==> config.mk <==
export PLATFORM = sky130hd
export DESIGN_NAME = rgb_mode_ctrl
export DESIGN_NICKNAME = d
export VERILOG_FILES = /design/src/rtl/rgb_pkg.sv /design/src/rtl/rgb_mode_ctrl_tick_gen.sv /design/src/rtl/rgb_mode_ctrl.sv
export SDC_FILE = /design/constraint.sdc
export NUM_CORES = 1
export LEC_CHECK = 0
export CELL_PAD_IN_SITES_DETAIL_PLACEMENT = 1
export CELL_PAD_IN_SITES_GLOBAL_PLACEMENT = 1
export CORE_ASPECT_RATIO = 1.75
export CORE_UTILIZATION = 44
export DETAILED_ROUTE_END_ITERATION = 16
export GPL_TIMING_DRIVEN = 0
export PLACE_DENSITY_LB_ADDON = 0.1
export SYNTH_ARGS = -nofsm -noshare
export SYNTH_HDL_FRONTEND = slang
export SYNTH_SLANG_ARGS = --single-unit
==> constraint.sdc <==
create_clock -name vga_clk -period 2.92 [get_ports vga_clk]
set_input_delay 0.584 -clock vga_clk [delete_from_list [all_inputs] [get_ports vga_clk]]
set_output_delay 0.584 -clock vga_clk [all_outputs]
set_load 0.05 [all_outputs]
==> src/rtl/rgb_pkg.sv <==
// Shared constants, state type and auto-cycle helper for the RGB mode controller.
package rgb_pkg;

   localparam logic [7:0] SC_R     = 8'h2D;
   localparam logic [7:0] SC_G     = 8'h34;
   localparam logic [7:0] SC_B     = 8'h32;
   localparam logic [7:0] SC_W     = 8'h1D;
   localparam logic [7:0] SC_K     = 8'h42;
   localparam logic [7:0] SC_A     = 8'h1C;
   localparam logic [7:0] SC_BREAK = 8'hF0;
   localparam logic [7:0] SC_EXT   = 8'hE0;

   localparam logic [2:0] COL_RED   = 3'b100;
   localparam logic [2:0] COL_GREEN = 3'b010;
   localparam logic [2:0] COL_BLUE  = 3'b001;
   localparam logic [2:0] COL_WHITE = 3'b000;
   localparam logic [2:0] COL_BLINK = 3'b111;

   typedef enum logic {MANUAL, AUTO} state_t;

   // Auto sequence red->green->blue->white->red; anything else restarts at red.
   function automatic logic [2:0] next_auto_colour(input logic [2:0] col);
      logic [2:0] nxt;
      case (col)
         COL_RED:   nxt = COL_GREEN;
         COL_GREEN: nxt = COL_BLUE;
         COL_BLUE:  nxt = COL_WHITE;
         default:   nxt = COL_RED;
      endcase
      return nxt;
   endfunction

endpackage

==> src/rtl/rgb_mode_ctrl_tick_gen.sv <==
// Free-running prescaler: registered one-cycle tick after every DIV clocks.
module tick_gen #(
   parameter int unsigned DIV = 10
) (
   input  logic clk,
   input  logic reset,
   output logic tick
);

   localparam int unsigned CW = (DIV > 1) ? $clog2(DIV) : 1;
   localparam logic [CW-1:0] LAST = CW'(DIV - 1);

   logic [CW-1:0] cnt;

   always_ff @(posedge clk or posedge reset) begin
      if (reset) begin
         cnt  <= '0;
         tick <= 1'b0;
      end else if (cnt == LAST) begin
         cnt  <= '0;
         tick <= 1'b1;
      end else begin
         cnt  <= cnt + CW'(1);
         tick <= 1'b0;
      end
   end

endmodule

==> src/rtl/rgb_mode_ctrl.sv <==
// Scan-code decode, manual/auto colour FSM and frame-synchronous colour apply.
module rgb_mode_ctrl
   import rgb_pkg::*;
#(
   parameter int unsigned CLK_HZ      = 25_000_000,
   parameter int unsigned BLINK_HZ    = 10,
   parameter int unsigned DWELL_TICKS = 20
) (
   input  logic       vga_clk,
   input  logic       reset,
   input  logic       key_valid,
   input  logic [7:0] key_code,
   input  logic       frame_start,
   output logic [2:0] choise_RGB,
   output logic       tenH_clk,
   output logic       auto_active,
   output logic       update_pending
);

   localparam int unsigned DIV = CLK_HZ / BLINK_HZ;
   localparam int unsigned DW  = (DWELL_TICKS > 1) ? $clog2(DWELL_TICKS) : 1;
   localparam logic [DW-1:0] DWELL_LAST = DW'(DWELL_TICKS - 1);

   state_t        state, state_nxt;
   logic [2:0]    pending, pending_nxt;
   logic [2:0]    choise_nxt;
   logic [DW-1:0] dwell, dwell_nxt;
   logic          skip_next, skip_nxt;

   tick_gen #(.DIV(DIV)) u_tick (
      .clk   (vga_clk),
      .reset (reset),
      .tick  (tenH_clk)
   );

   // Frame apply uses the old pending; a key overrides a same-cycle dwell advance.
   always_comb begin
      state_nxt   = state;
      pending_nxt = pending;
      dwell_nxt   = dwell;
      skip_nxt    = skip_next;
      choise_nxt  = choise_RGB;

      if (frame_start)
         choise_nxt = pending;

      if (state == AUTO && tenH_clk) begin
         if (dwell == DWELL_LAST) begin
            dwell_nxt   = '0;
            pending_nxt = next_auto_colour(pending);
         end else begin
            dwell_nxt = dwell + DW'(1);
         end
      end

      if (key_valid && key_code != SC_EXT) begin
         if (skip_next) begin
            skip_nxt = 1'b0;
         end else begin
            case (key_code)
               SC_BREAK: skip_nxt = 1'b1;
               SC_R, SC_G, SC_B, SC_W, SC_K: begin
                  state_nxt = MANUAL;
                  dwell_nxt = dwell;
                  case (key_code)
                     SC_R:    pending_nxt = COL_RED;
                     SC_G:    pending_nxt = COL_GREEN;
                     SC_B:    pending_nxt = COL_BLUE;
                     SC_W:    pending_nxt = COL_WHITE;
                     default: pending_nxt = COL_BLINK;
                  endcase
               end
               SC_A: begin
                  if (state == MANUAL) begin
                     state_nxt   = AUTO;
                     pending_nxt = COL_RED;
                     dwell_nxt   = '0;
                  end else begin
                     state_nxt   = MANUAL;
                     pending_nxt = pending;
                     dwell_nxt   = dwell;
                  end
               end
               default: ;
            endcase
         end
      end
   end

   always_ff @(posedge vga_clk or posedge reset) begin
      if (reset) begin
         state          <= MANUAL;
         pending        <= COL_WHITE;
         dwell          <= '0;
         skip_next      <= 1'b0;
         choise_RGB     <= COL_WHITE;
         auto_active    <= 1'b0;
         update_pending <= 1'b0;
      end else begin
         state          <= state_nxt;
         pending        <= pending_nxt;
         dwell          <= dwell_nxt;
         skip_next      <= skip_nxt;
         choise_RGB     <= choise_nxt;
         auto_active    <= (state_nxt == AUTO);
         update_pending <= (pending_nxt != choise_nxt);
      end
   end

endmodule

==> results of run 1 <==
synthesized netlist by cell type, types with 2 or more instances:
cell,instances,area share [%]
a21oi_1,4,1.0
and3_1,4,1.2
clkbuf_1,2,0.37
dfrtp_1,37,46
ha_1,2,1.2
inv_1,5,0.94
mux2_2,3,1.7
mux2i_1,2,1.0
nand2_1,15,2.8
nand3_1,14,3.5
nand4_1,6,1.9
nand4b_1,2,0.87
nor2_1,21,3.9
nor2b_1,2,0.62
nor3_1,4,1.0
nor3b_1,2,0.75
nor4_1,4,1.2
nor4b_1,3,1.3
o21ai_0,6,1.5
o2bb2ai_1,2,0.87
o31ai_1,2,0.75
xnor2_1,16,7.0
xor2_1,9,3.9
repair_timing:
item,4_1_cts,5_1_grt
endpoints found under the setup margin,1,1
pin swaps,0,1
hold endpoints to repair,0,0
gates resized for setup,4,1
worst paths after layout:
| kind | start | to | slack (ns) |
|---|---|---|---|
| max | key_code[1] | update_pending | 0.06 |
| min | dwell[4] | dwell[4] | 0.49 |
| max reg2reg | dwell[0] | update_pending | 0.23 |
| min reg2reg | dwell[4] | dwell[4] | 0.49 |
| max in group asynchronous | reset | u_tick.cnt[2] | 1.67 |
| min in group asynchronous | reset | choise_RGB[0] | 0.75 |
where the power goes:
group / leakage, uW / internal (uW) / switching (uW)
Sequential: 0.000493 / 535 / 18.8
Clock: 0.0000574 / 278 / 187
Combinational: 0.000452 / 71.7 / 113
Total: 0.00100 / 884 / 319
logic make-up after synthesis:
kind of cell               share of synthesized area, %
and+or+nand+nor                                    27.5
DFF                                                46.2
AOI/OAI and AO/OA                                  8.49
xor gates and xnor gates                           10.9
buffers and inverters                              2.25
muxes                                              3.43
adders and majority gates                          1.25
state kept, by name (all words and copies together), names as in the netlist:
name,cells
u_tick.cnt,22
dwell,5
choise_RGB,3
pending,3
skip_next,1
state,1
u_tick.tick,1
update_pending,1
area by class of cell:
type | instances | share of cell area (%)
tap | 51 | 2.71
inverter | 5 | 0.797
timing repair buffer | 15 | 6.43
sequential | 37 | 39.3
clock buffer | 6 | 3.51
clock inverter | 2 | 1.59
buffer | 4 | 1.12
multi-input combinational | 154 | 44.5
per-stage QoR:
step	std cells	util [%]	area [um2]	setup TNS (ns)
finish	274	53.4	2350	0
global route	274	53.4	2350	0
CTS	274	53.4	2350	0
floorplan	200	-	2000	0
detailed placement	266	50.4	2220	-0.753
global placement	266	50.4	2220	-0.415
metal layers:
metal	part of all wire [%]	track usage, %	vias up
met5	0	0	-
met4	2.9	9.21	0
met3	1.9	3.69	11
met2	59	43.7	21
met1	36	23.2	811
li1	-	-	759
==> results.yml, run 1 <==
sta:
  rsz0062_at_grt: "false"
  fmax_mhz: 350
  final-setup-viol-count: 0
  slew_violations: 0
  hold_viol_final: 0
  final.min_clock_period_ns: 2.86
  finalCritPeriodShare_pct: 97.8
  finClkSkew_ns: 0.00648
  slew_headroom_pct: 48.5
  fin_hold_ws_ns: 0.495
  setup_ws_ns: 0.0632
  tightest_slew_ns: 0.772
floorplan:
  ios: 18
  core_um2: 4400
  die_w_um: 53.0
  die-area_um2: 4840
  rows: 32
  start_util_pct: 45.5
  die_h_um: 91.3
global_routing:
  grt_max_degree: 38
  antenna_found_initial: 0
  grt.total_usage_pct: 23.0
  grt_pass1_vias: 1785
  grt-ovfl-total: 0
  grt_pass1_wl_um: 8210
clock_network:
  post-cts-setup-buffers: 0
  cts.sinks: 37
  clockRootBuffer: "clkbuf_8"
  hold_buffers: 0
  numCtsBuffers: 5
  clkTransAtPathRegs_ns: 0.08
  clockBufferDepth: 2
  htree_levels: 2
  cts_tree: "yes"
  worstSkewPairLatency_ns: 0.29
setup_path:
  crit_buf_inv: 1
  end_kind: "register"
  crit_arrival_ns: 3.03
  worstSetupStartpointType: "input port"
  ff2ff_path_depth: 7
  slowest_delay_ns: 0.51
  crit_fanout: 4
  path_cells: "clkdlybuf4s50_1 > or3b_4 > o32ai_2 > and3_4 > or3b_4 > mux2_4 > xor2_1 > or3_1"
  worstSetupPathDepth: 8
  crit_type: "in -> reg"
  critPathTopFamily: "simple AND/OR/NAND/NOR gates"
  crit_top_cell: "or3b_4"
  critPathRequiredTime_ns: 3.09
  critPathSlowestCell: "clkdlybuf4s50_1"
pwr:
  irDropWorstVdd_v: 0.000489
  p_per_area_nw_per_um2: 511
  p_leak_uw: 0.00100
  p_total_uw: 1200
drt:
  drt_iter0_drc: 15
  vias: 1602
  drc: 0
  wl_um: 4820
  ant_nets: 0
  viasPerCell: 5.85
  wl_per_cell_um: 17.6
  dr.pass1.iters: 4
synth:
  ys_seq_elements: 37
  syn_nets: 214
  postSynthAreaPerCell_um2: 10.0
  synthDistinctLibCells: 56
  ys.flop_type: "dfrtp_1"
  synthCells: 200
  async_reset_ff_share_pct: 100
  netlist_area_um2: 2000
  ys.warnings.count: 0
  yosysSeqAreaShare_pct: 46.2
  synth_edf_count: 0
layout:
  ff_latch_area_um2: 926
  area_growth_pct: 17.4
  n_antenna_cell: 0
  nets: 236
  drive_gt1_share_pct: 11.2
  final_common_cell: "dfrtp_1"
  nFillCells: 515
  multi_input_area_um2: 1050
  mostFrequentLayoutCells: "dfrtp_1 (37), nor2_1 (21), xnor2_1 (16)"
min_path:
  hold_depth: 1
  worst_hold_path_type: "reg -> reg"
placement:
  dp_hpwl_um: 3650
  gp_congestion: 0.779
  dp_slack_ns: -0.468
  portBuffers: 15
status:
  outcome: "complete, no violations"
flow_run:
  drv_cap: 0
Power figures use the tool's default switching activity.
==> run 2: changes to the inputs <==
--- a/config.mk
+++ b/config.mk
@@ -12,6 +12,7 @@
 export DETAILED_ROUTE_END_ITERATION = 16
 export GPL_TIMING_DRIVEN = 0
 export PLACE_DENSITY_LB_ADDON = 0.1
+export SLEW_MARGIN = 20
 export SYNTH_ARGS = -nofsm -noshare
 export SYNTH_HDL_FRONTEND = slang
 export SYNTH_SLANG_ARGS = --single-unit
==> results of run 2 <==
The final DEF is identical to that of run 1; final timing and power are the same.
